[src/rtl/ego1_ctrl_pkg.sv]
// ego1_ctrl_pkg
// Shared definitions for the EGO1 step sequencer controls.
//   state_t      : FSM encoding (MANUAL / AUTO / HOLD; 2'b11 is never used)
//   DIR_UP/DOWN  : sw_dir meaning (0 = count up, 1 = count down)
//   next_count() : 2-bit modulo-4 up/down step
package ego1_ctrl_pkg;

  typedef enum logic [1:0] {
    ST_MANUAL = 2'b00,
    ST_AUTO   = 2'b01,
    ST_HOLD   = 2'b10
  } state_t;

  localparam logic DIR_UP   = 1'b0;
  localparam logic DIR_DOWN = 1'b1;

  // Natural 2-bit overflow gives the mod-4 wrap in both directions.
  function automatic logic [1:0] next_count(input logic [1:0] cur, input logic dir);
    return (dir == DIR_DOWN) ? (cur - 2'd1) : (cur + 2'd1);
  endfunction

endpackage

[src/rtl/btn_debounce.sv]
// btn_debounce
// Synchronizes a raw push-button into the cp domain and debounces it.
// The debounced level only follows the synchronized input after the two
// have disagreed for DEB_CYCLES consecutive cycles.
//   cp        : system clock
//   rst_n     : asynchronous active-low reset
//   btn_raw   : bouncy, asynchronous button input
//   btn_level : debounced button level
module btn_debounce #(
  parameter int DEB_CYCLES = 1000000
) (
  input  logic cp,
  input  logic rst_n,
  input  logic btn_raw,
  output logic btn_level
);

  localparam int              CW       = $clog2(DEB_CYCLES + 1);
  localparam logic [CW-1:0]   DEB_LAST = CW'(DEB_CYCLES - 1);

  logic          sync_q1;
  logic          sync_q2;
  logic [CW-1:0] deb_cnt;
  logic          level_q;

  always_ff @(posedge cp or negedge rst_n) begin
    if (!rst_n) begin
      sync_q1 <= 1'b0;
      sync_q2 <= 1'b0;
    end else begin
      sync_q1 <= btn_raw;
      sync_q2 <= sync_q1;
    end
  end

  // deb_cnt holds the number of mismatch cycles already seen, so the
  // level flips on the DEB_CYCLES-th consecutive mismatch. Any agreeing
  // cycle restarts the run.
  always_ff @(posedge cp or negedge rst_n) begin
    if (!rst_n) begin
      deb_cnt <= '0;
      level_q <= 1'b0;
    end else if (sync_q2 != level_q) begin
      if (deb_cnt == DEB_LAST) begin
        level_q <= sync_q2;
        deb_cnt <= '0;
      end else begin
        deb_cnt <= deb_cnt + CW'(1);
      end
    end else begin
      deb_cnt <= '0;
    end
  end

  assign btn_level = level_q;

endmodule

[src/rtl/step_seq_ctrl.sv]
// step_seq_ctrl
// Step sequencer controller: a 2-bit up/down counter advanced either by a
// debounced push-button (MANUAL), a free-running prescaler (AUTO), or not
// at all (HOLD).
//   cp         : system clock
//   rst_n      : asynchronous active-low reset
//   btn_step   : raw step button (asynchronous)
//   sw_dir     : direction switch, 0 = up, 1 = down (asynchronous)
//   sw_auto    : auto-step mode switch (asynchronous)
//   sw_hold    : freeze switch, highest priority (asynchronous)
//   step_pulse : one-cycle step strobe
//   dir_out    : direction of the current (or last) step
//   count      : counter value, updates the cycle after step_pulse
//   wrap_pulse : coincident with step_pulse on 3->0 (up) or 0->3 (down)
//   state      : FSM state (00 MANUAL, 01 AUTO, 10 HOLD)
module step_seq_ctrl
  import ego1_ctrl_pkg::*;
#(
  parameter int DEB_CYCLES = 1000000,
  parameter int AUTO_DIV   = 50000000
) (
  input  logic       cp,
  input  logic       rst_n,
  input  logic       btn_step,
  input  logic       sw_dir,
  input  logic       sw_auto,
  input  logic       sw_hold,
  output logic       step_pulse,
  output logic       dir_out,
  output logic [1:0] count,
  output logic       wrap_pulse,
  output logic [1:0] state
);

  localparam int            PW         = $clog2(AUTO_DIV);
  localparam logic [PW-1:0] PRESC_LAST = PW'(AUTO_DIV - 1);

  logic          dir_s1, dir_s2;
  logic          auto_s1, auto_s2;
  logic          hold_s1, hold_s2;
  logic          deb_level;
  logic          deb_d1, deb_d2;
  state_t        state_q, state_d;
  logic          step_raw;
  logic          step_prev_q;
  logic [PW-1:0] presc_q;
  logic [1:0]    count_q;
  logic          dir_last_q;

  btn_debounce #(
    .DEB_CYCLES(DEB_CYCLES)
  ) u_btn_debounce (
    .cp       (cp),
    .rst_n    (rst_n),
    .btn_raw  (btn_step),
    .btn_level(deb_level)
  );

  always_ff @(posedge cp or negedge rst_n) begin
    if (!rst_n) begin
      dir_s1  <= 1'b0;
      dir_s2  <= 1'b0;
      auto_s1 <= 1'b0;
      auto_s2 <= 1'b0;
      hold_s1 <= 1'b0;
      hold_s2 <= 1'b0;
    end else begin
      dir_s1  <= sw_dir;
      dir_s2  <= dir_s1;
      auto_s1 <= sw_auto;
      auto_s2 <= auto_s1;
      hold_s1 <= sw_hold;
      hold_s2 <= hold_s1;
    end
  end

  always_ff @(posedge cp or negedge rst_n) begin
    if (!rst_n) begin
      state_q <= ST_MANUAL;
    end else begin
      state_q <= state_d;
    end
  end

  // Next state follows the switches every cycle (HOLD > AUTO > MANUAL).
  // The step request looks only at the registered state, so a step landing
  // on a state-change cycle is still emitted. The manual request uses the
  // delayed debounced level so the strobe trails the level change by one
  // cycle; rises seen outside MANUAL simply vanish.
  always_comb begin
    state_d  = ST_MANUAL;
    step_raw = 1'b0;
    if (hold_s2) begin
      state_d = ST_HOLD;
    end else if (auto_s2) begin
      state_d = ST_AUTO;
    end
    case (state_q)
      ST_MANUAL: step_raw = deb_d1 & ~deb_d2;
      ST_AUTO:   step_raw = (presc_q == PRESC_LAST);
      default:   step_raw = 1'b0;
    endcase
  end

  // Guard against a manual and an auto strobe landing back to back across
  // a mode change.
  assign step_pulse = step_raw & ~step_prev_q;
  assign wrap_pulse = step_pulse &
                      ((dir_s2 == DIR_DOWN) ? (count_q == 2'd0) : (count_q == 2'd3));
  assign dir_out    = step_pulse ? dir_s2 : dir_last_q;
  assign count      = count_q;
  assign state      = state_q;

  // Prescaler runs in AUTO, freezes in HOLD so AUTO can resume where it
  // left off, and is held at zero in MANUAL so entry from MANUAL starts
  // a full period.
  always_ff @(posedge cp or negedge rst_n) begin
    if (!rst_n) begin
      presc_q <= '0;
    end else begin
      case (state_q)
        ST_AUTO: presc_q <= (presc_q == PRESC_LAST) ? '0 : presc_q + PW'(1);
        ST_HOLD: presc_q <= presc_q;
        default: presc_q <= '0;
      endcase
    end
  end

  always_ff @(posedge cp or negedge rst_n) begin
    if (!rst_n) begin
      deb_d1      <= 1'b0;
      deb_d2      <= 1'b0;
      step_prev_q <= 1'b0;
      count_q     <= 2'd0;
      dir_last_q  <= DIR_UP;
    end else begin
      deb_d1      <= deb_level;
      deb_d2      <= deb_d1;
      step_prev_q <= step_pulse;
      if (step_pulse) begin
        count_q    <= next_count(count_q, dir_s2);
        dir_last_q <= dir_s2;
      end
    end
  end

endmodule

[config.mk]
export PLATFORM = sky130hd
export DESIGN_NAME = step_seq_ctrl
export DESIGN_NICKNAME = d
export VERILOG_FILES = /design/src/rtl/ego1_ctrl_pkg.sv /design/src/rtl/btn_debounce.sv /design/src/rtl/step_seq_ctrl.sv
export SDC_FILE = /design/constraint.sdc
export NUM_CORES = 1
export LEC_CHECK = 0
export ABC_CLOCK_PERIOD_IN_PS = 3200
export BUFFER_PORTS_ARGS = -buffer_cell sky130_fd_sc_hd__buf_2
export CORE_MARGIN = 5
export CORE_UTILIZATION = 51
export CTS_BUF_LIST = sky130_fd_sc_hd__clkbuf_8
export DETAILED_ROUTE_END_ITERATION = 10
export GPL_ROUTABILITY_DRIVEN = 0
export HOLD_SLACK_MARGIN = 0.03
export PLACE_DENSITY = 0.68
export SLEW_MARGIN = 10
export SYNTH_ARGS = -nofsm -noshare
export SYNTH_HDL_FRONTEND = slang
export SYNTH_HIERARCHICAL = 1
export SYNTH_SLANG_ARGS = --single-unit
[constraint.sdc]
create_clock -name cp -period 3.2 [get_ports cp]
set_input_delay 0 -clock cp [delete_from_list [all_inputs] [get_ports cp]]
set_output_delay 0 -clock cp [all_outputs]
set_load 0.05 [all_outputs]
==> metrics.yaml, run 1 <==
clocking:
  cts.sink_count: 63
  postCtsResizedCells: 0
  cts_root_buffer: "sky130_fd_sc_hd__clkbuf_8"
  worst_setup_hold_path_clk_slew_ns: 0.07
  worst_skew_pair.late_latency_ns: 0.32
  cts_tree: "yes"
  cts_htree_levels: 3
  numCtsBuffers: 9
  cts-root-to-sink-buffers: 2
route:
  postRouteAntennaNets: 0
  routed_wirelength_um: 5660
  via_count: 2312
  m1WireLength_um: 2730
  wl_met3_um: 172
  route.met2.wl_um: 2680
  drt_first_pass_iters: 4
  route.detailed.vias_per_inst: 5.71
  drc_errors: 0
  wl_per_cell_um: 14.0
  dr.max_layer_used: "met4"
  drtIter0Drc: 172
die:
  num_rows: 28
  floorplan.io_pins: 13
  design.core.area_sq_um: 5890
  die-area_sq_um: 7700
  initial_utilization_pct: 52.4
  die_h_um: 87.7
  floorplan.die.width_um: 87.7
global_routing:
  gr_util_all_layers_pct: 16.9
  globalRouteOverflowTotal: 0
  grt_max_degree: 48
  antenna_found_initial: 0
  first_global_vias: 2241
  wire_length_of_the_first_global_routing_pass_um: 10400
synthesis:
  synth_commonest_cells: "63 x sky130_fd_sc_hd__dfrtp_1, 34 x sky130_fd_sc_hd__nor2_1, 20 x sky130_fd_sc_hd__a31oi_1, 20 x sky130_fd_sc_hd__nand2_1"
  top_area_cells_in_the_synthesized_netlist: "sky130_fd_sc_hd__dfrtp_1 51%, sky130_fd_sc_hd__xnor2_1 4.5%, sky130_fd_sc_hd__nor2_1 4.1%, sky130_fd_sc_hd__a31oi_1 4.1%, sky130_fd_sc_hd__a21oi_1 2.6%"
  synthesis.yosys.warnings: 6
  synth_area_per_cell_sq_um: 10.1
  synth-edff-count: 0
  synthSimpleGateAreaFrac_pct: 24.2
  synth.net_count: 314
  post-synth-top-area-cell: "sky130_fd_sc_hd__dfrtp_1"
  yosys.area_share.xor_xnor_pct: 5.68
  synth_compound_gate_area_share_pct: 12.4
  netlist_area_sq_um: 3080
  synth_most_common_cell: "sky130_fd_sc_hd__dfrtp_1"
  postSynth.asyncResetShare_pct: 100
  synthesis.instances: 306
  synth-main-ff-cell: "sky130_fd_sc_hd__dfrtp_1"
  synth_top_family_by_area: "simple AND/OR/NAND/NOR gates"
  seq_area_frac_synth_pct: 51.2
  synthMuxAreaShare_pct: 1.75
  synth-seq-cells: 63
  synth-adder-area-share_pct: 0.812
  post-synth-top-area-fraction_pct: 51.2
  synthDistinctLibCells: 46
timing:
  setup_tns_ns: 0
  finalSetupViolations: 0
  fmax_achieved_ghz: 0.393
  hold_viol_final: 0
  worst-slew-pin-transition_ns: 0.918
  fin_skew_ns: 0.00758
  finalCriticalPeriod_ns: 2.54
  post-route-period-util_pct: 79.4
  unrepaired_setup_endpoints_after_global_routing: "no"
  maxSlewHeadroom_pct: 38.7
  fin_worst_hold_slack_ns: 0.300
  postLayoutSetupSlackWorst_ns: 0.658
  slew_violations: 0
outcome:
  run_status: "complete, no violations"
worst_setup_path:
  setup.worst_path.end_class: "output pin"
  crit_chain: "ha_1 -> and3_1 -> nand4_1 -> nor3_1 -> o21ai_0 -> mux2_2 -> buf_2"
  worstSetupStartpointType: "flip-flop"
  cp.required_ns: 3.20
  critical_path.top_delay_family: "compound AO/OA/AOI/OAI gates"
  cp.buffers_inverters: 1
  rr_worst_depth: 4
  slowest_stage: "sky130_fd_sc_hd__o21ai_0"
  critical-path-max-stage-delay_ns: 0.51
  crit_fanout: 4
  worstSetupPathDepth: 7
  timing_worst_setup_path_type: "reg -> out"
  critPathArrivalTime_ns: 2.54
place:
  dp_slack_ns: 1.02
  detailed_place_hpwl_um: 3810
  port-buffer-count: 12
finish:
  num-nets-final: 333
  areaGrowthSynthToFinish_pct: 10.6
  antenna-diode-count: 0
  drive_gt1_share_pct: 12.1
power_and_ir_drop:
  irDropWorstVdd_uv: 409
  power_density_nw_per_um2: 434
  leakagePower_uw: 0.00147
hold_path:
  worst_hold_path_type: "in -> async"
run:
  max_cap_violations: 0
## sequential cells by signal, summed over array words and instances (netlist names)
name                      cells
u_btn_debounce/sync_q2        1
hold_s1                       1
deb_d1                        1
dir_s1                        1
dir_s2                        1
u_btn_debounce/btn_level      1
state                         2
u_btn_debounce/sync_q1        1
deb_d2                        1
step_prev_q                   1
u_btn_debounce/deb_cnt       20
hold_s2                       1
presc_q                      26
auto_s2                       1
dir_last_q                    1
count                         2
auto_s1                       1
## worst paths after layout
path / startpoint / endpoint / slack, ns
min in group cp: sw_dir / dir_s1 / 0.32
setup reg to reg: u_btn_debounce/deb_cnt[12] / u_btn_debounce/deb_cnt[16] / 1.05
hold reg to reg: u_btn_debounce/sync_q1 / u_btn_debounce/sync_q2 / 0.35
setup / recovery: presc_q[0] / dir_out / 0.66
max in group asynchronous: rst_n / u_btn_debounce/deb_cnt[1] / 2.05
hold / removal: rst_n / presc_q[23] / 0.30
## what timing repair did
item / in CTS / in global routing
hold buffers: 5 / 0
setup buffers: 0 / 0
endpoints found under the hold margin: 40 / 0
## where the power goes
group,total (uW),switching (uW),internal (uW)
registers,817,8.85,808
clock network,597,282,315
logic,65.8,46.5,19.3
total,1480,338,1140
## per-layer routing
metal	vias to the layer above	global-route usage, %
li1	1149	-
met1	1120	23.5
met3	6	2.82
met2	37	26.3
met4	0	7.25
met5	-	0
## area by class of cell
cell class | instances | area [sq um]
clock inverter | 5 | 25.0
inverter | 14 | 52.6
fill | 515 | 2480
clock buffer | 11 | 151
tap | 75 | 93.8
multi-input combinational | 218 | 1380
sequential | 63 | 1580
timing repair buffer | 19 | 125
## metrics by stage
stage | total power (uW) | area (sq um) | utilization (%) | std cells
after CTS | 1510 | 3410 | 57.9 | 405
final | 1480 | 3410 | 57.9 | 405
after detailed placement | 895 | 3180 | 54.0 | 384
after floorplan | 868 | 3080 | - | 306
after global placement | 893 | 3180 | 54.0 | 384
after global routing | 1550 | 3410 | 57.9 | 405
## cell families after synthesis
group / after synthesis
adder cells (fa/ha/maj): 2
AND/OR/NAND/NOR: 132
XOR/XNOR: 20
flip-flops: 63
buffers and inverters: 25
AO/OA/AOI/OAI: 59
multiplexers: 5
## placed cells by master, fill, tap and decap left out, types with 3 or more instances in the layout
cell type and n:
sky130_fd_sc_hd__inv_1 16, sky130_fd_sc_hd__a21oi_1 16, sky130_fd_sc_hd__nor2_1 34, sky130_fd_sc_hd__buf_2 12, sky130_fd_sc_hd__and2_1 5, sky130_fd_sc_hd__nor2b_1 3
sky130_fd_sc_hd__xnor2_1 16, sky130_fd_sc_hd__xor2_1 4, sky130_fd_sc_hd__nor4_1 6, sky130_fd_sc_hd__nand4_1 12, sky130_fd_sc_hd__nor3b_1 3, sky130_fd_sc_hd__o21ai_0 8
sky130_fd_sc_hd__mux2_2 3, sky130_fd_sc_hd__clkbuf_8 11, sky130_fd_sc_hd__dfrtp_1 63, sky130_fd_sc_hd__nor3_1 6, sky130_fd_sc_hd__dlygate4sd3_1 5, sky130_fd_sc_hd__o211ai_1 3
sky130_fd_sc_hd__and3_1 7, sky130_fd_sc_hd__and4_1 3, sky130_fd_sc_hd__nand2b_1 5, sky130_fd_sc_hd__nand2_1 20, sky130_fd_sc_hd__a31oi_1 20, sky130_fd_sc_hd__nand3_1 16
Power figures use the tool's default switching activity.
==> run 2: changes to the inputs <==
--- a/config.mk
+++ b/config.mk
@@ -5,7 +5,7 @@
 export SDC_FILE = /design/constraint.sdc
 export NUM_CORES = 1
 export LEC_CHECK = 0
-export ABC_CLOCK_PERIOD_IN_PS = 3200
+export ABC_CLOCK_PERIOD_IN_PS = 2050
 export BUFFER_PORTS_ARGS = -buffer_cell sky130_fd_sc_hd__buf_2
 export CORE_MARGIN = 5
 export CORE_UTILIZATION = 51
@@ -13,7 +13,7 @@
 export DETAILED_ROUTE_END_ITERATION = 10
 export GPL_ROUTABILITY_DRIVEN = 0
 export HOLD_SLACK_MARGIN = 0.03
-export PLACE_DENSITY = 0.68
+export PLACE_DENSITY = 0.71
 export SLEW_MARGIN = 10
 export SYNTH_ARGS = -nofsm -noshare
 export SYNTH_HDL_FRONTEND = slang
==> constraint.sdc (replaced) <==
create_clock -name cp -period 2.05 [get_ports cp]
set_input_delay 0 -clock cp [delete_from_list [all_inputs] [get_ports cp]]
set_output_delay 0 -clock cp [all_outputs]
set_load 0.05 [all_outputs]
==> run 2 against run 1 <==
- worst hold slack got worse by 0.14 ns
- highest routed layer unchanged
- setup slack worse by 0.67 ns
- die area stayed put
- critical path type unchanged
- via count grew 5.6%
- largest power group unchanged
- register-to-register slack got worse by 0.99 ns
- critical path depth fell by 1
- clock skew rose by 0.00082 ns
- the run now ends with negative setup slack left
- clock power rose by 94%
==> metrics.yaml, run 2 (same netlist as run 1, synthesis figures left out) <==
timing:
  worst-slew-pin-transition_ns: 0.585  # -0.333 ns
  fin_skew_ns: 0.00840  # +0.000818 ns
  post-route-period-util_pct: 100
  fmax_achieved_ghz: 0.486
  hold_viol_final: 0  # unchanged
  finalCriticalPeriod_ns: 2.06
  setup_tns_ns: -0.00855  # -0.00855 ns
  postLayoutSetupSlackWorst_ns: -0.00855  # -0.666 ns
  maxSlewHeadroom_pct: 60.9  # +22 points
  slew_violations: 0  # unchanged
  finalSetupViolations: 1  # +1
  unrepaired_setup_endpoints_after_global_routing: "yes"
outcome:
  failing_checks: "negative setup slack"
  run_status: "finished with violations"
route:
  dr.max_layer_used: "met4"
  via_count: 2441  # +5.6%
  m1WireLength_um: 3010  # +10%
  drtIter0Drc: 197  # +15%
  wl_per_cell_um: 15.0  # +7.1%
  drt_first_pass_iters: 5  # +1
  routed_wirelength_um: 6470  # +14%
  route.met2.wl_um: 3140  # +17%
  route.detailed.vias_per_inst: 5.65  # -1.0%
  wl_met3_um: 257  # +49%
  drc_errors: 0  # unchanged
  postRouteAntennaNets: 0  # unchanged
finish:
  largest_reg_flops: 26  # unchanged
  postLayoutCellArea_sq_um: 3730  # +9.4%
  biggest_register: "presc_q"
  most-common-layout-cells: "62 x sky130_fd_sc_hd__dfrtp_1, 34 x sky130_fd_sc_hd__nor2_1, 29 x sky130_fd_sc_hd__buf_4"
  postLayoutCoreUtil_pct: 63.3  # +5.4 points
  drive_gt1_share_pct: 21.3  # +9.2 points
  layout_top_registers: "presc_q (26), u_btn_debounce/deb_cnt (20)"
  areaGrowthSynthToFinish_pct: 20.9
  most_common_cell_after_layout_fill_and_taps_aside: "sky130_fd_sc_hd__dfrtp_1"
  stdcell_count: 432  # +6.7%
  num-nets-final: 361  # +8.4%
  antenna-diode-count: 0  # unchanged
die:
  design.core.area_sq_um: 5890  # unchanged
  die_h_um: 87.7  # unchanged
  initial_utilization_pct: 52.4  # unchanged
  floorplan.die.width_um: 87.7  # unchanged
  die-area_sq_um: 7700  # unchanged
  num_rows: 28  # unchanged
  floorplan.io_pins: 13  # unchanged
worst_setup_path:
  crit_chain: "nor4b_1 -> nand4_1 -> nor3_2 -> o21ai_2 -> mux2_2 -> buf_6"
  critical-path-max-stage-delay_ns: 0.39  # -0.12 ns
  r2r_end: "u_btn_debounce/btn_level"
  slowest_stage: "sky130_fd_sc_hd__dfrtp_1"
  crit_fanout: 3  # -1
  critPathArrivalTime_ns: 2.06  # -0.48 ns
  setup.worst_path.end_class: "output pin"
  critical_path.top_delay_family: "simple AND/OR/NAND/NOR gates"
  rr_worst_depth: 4  # unchanged
  cp.required_ns: 2.05  # -1.15 ns
  cp.buffers_inverters: 1  # unchanged
  reg2reg_slack_ns: 0.06  # -0.99 ns
  worstSetupStartpointType: "flip-flop"
  timing_worst_setup_path_type: "reg -> out"
  crit-reg2reg-launch: "u_btn_debounce/deb_cnt[12]"
global_routing:
  globalRouteOverflowTotal: 0  # unchanged
  first_global_vias: 2300  # +2.6%
  antenna_found_initial: 0  # unchanged
  grt_max_degree: 37  # -23%
  gr_util_all_layers_pct: 17.9  # +1.0 points
  wire_length_of_the_first_global_routing_pass_um: 10800  # +3.7%
clocking:
  worst_skew_pair.late_latency_ns: 0.33  # about the same
  cts_tree: "yes"
  cts_htree_levels: 3  # unchanged
  cts.sink_count: 63  # unchanged
  cts-root-to-sink-buffers: 2  # unchanged
  numCtsBuffers: 9  # unchanged
  cts_root_buffer: "sky130_fd_sc_hd__clkbuf_8"
  worst_setup_hold_path_clk_slew_ns: 0.07  # about the same
place:
  detailed_place.area_sq_um: 3400  # +6.9%
  numPlacedInstances: 410  # +6.8%
  port-buffer-count: 12  # unchanged
  detailed_place_hpwl_um: 4460  # +17%
power_and_ir_drop:
  power_density_nw_per_um2: 686  # +58%
  leakagePower_uw: 0.00163  # +11%
  design_power_total_uw: 2560  # +73%
  irDropWorstVdd_uv: 582  # +42%
run:
  max_cap_violations: 0  # unchanged
hold_path:
  worst_hold_path_type: "in -> async"
run 2: cell type report:
type	count	area, sq um
clock inverters	5	73.8
repair buffers	47	375
flip-flops and latches	63	1580
multi-input cells	218	1420
well taps	75	93.8
clock buffers	10	138
fillers	479	2160
inverters	14	52.6
run 2: how the worst max path moves through the flow:
stage,cells past startpoint,end,slack [ns],startpoint
floorplan,6,dir_last_q,0.04,presc_q[0]
global placement,4,u_btn_debounce/btn_level,0.11,u_btn_debounce/deb_cnt[12]
detailed placement,4,u_btn_debounce/btn_level,0.07,u_btn_debounce/deb_cnt[12]
CTS,7,dir_out,-0.05,presc_q[1]
global route,6,dir_out,-0.10,presc_q[11]
finish,6,dir_out,-0.009,presc_q[11]
run 2: repair_timing:
item                                    4_1_cts  5_1_grt
hold endpoints to repair                     23        0
cloned                                        0        0
buffers inserted                              1        1
pin swaps                                     2        4
resized for setup                             9        7
hold buffers                                  5        0
endpoints found under the setup margin        3        4
run 2: where the power goes:
part	total, uW	internal, uW	switching (uW)
clock network	1160	703	455
logic	124	44.2	79.8
registers	1280	1260	15.9
total	2560	2010	550
run 2: routing by layer:
metal | track usage [%] | up-vias
li1 | - | 1198
met1 | 24.3 | 1192
met2 | 28.3 | 43
met3 | 4.52 | 8
met4 | 6.14 | 0
met5 | 0 | -
run 2: stage by stage:
stage	setup WS [ns]	hold WS (ns)
5_1_grt	-0.100	0.191
2_1_floorplan	0.0352	-0.296
6_report	-0.00855	0.160
3_3_place_gp	0.105	-0.0220
4_1_cts	-0.0536	0.168
3_5_place_dp	0.0662	-0.0113
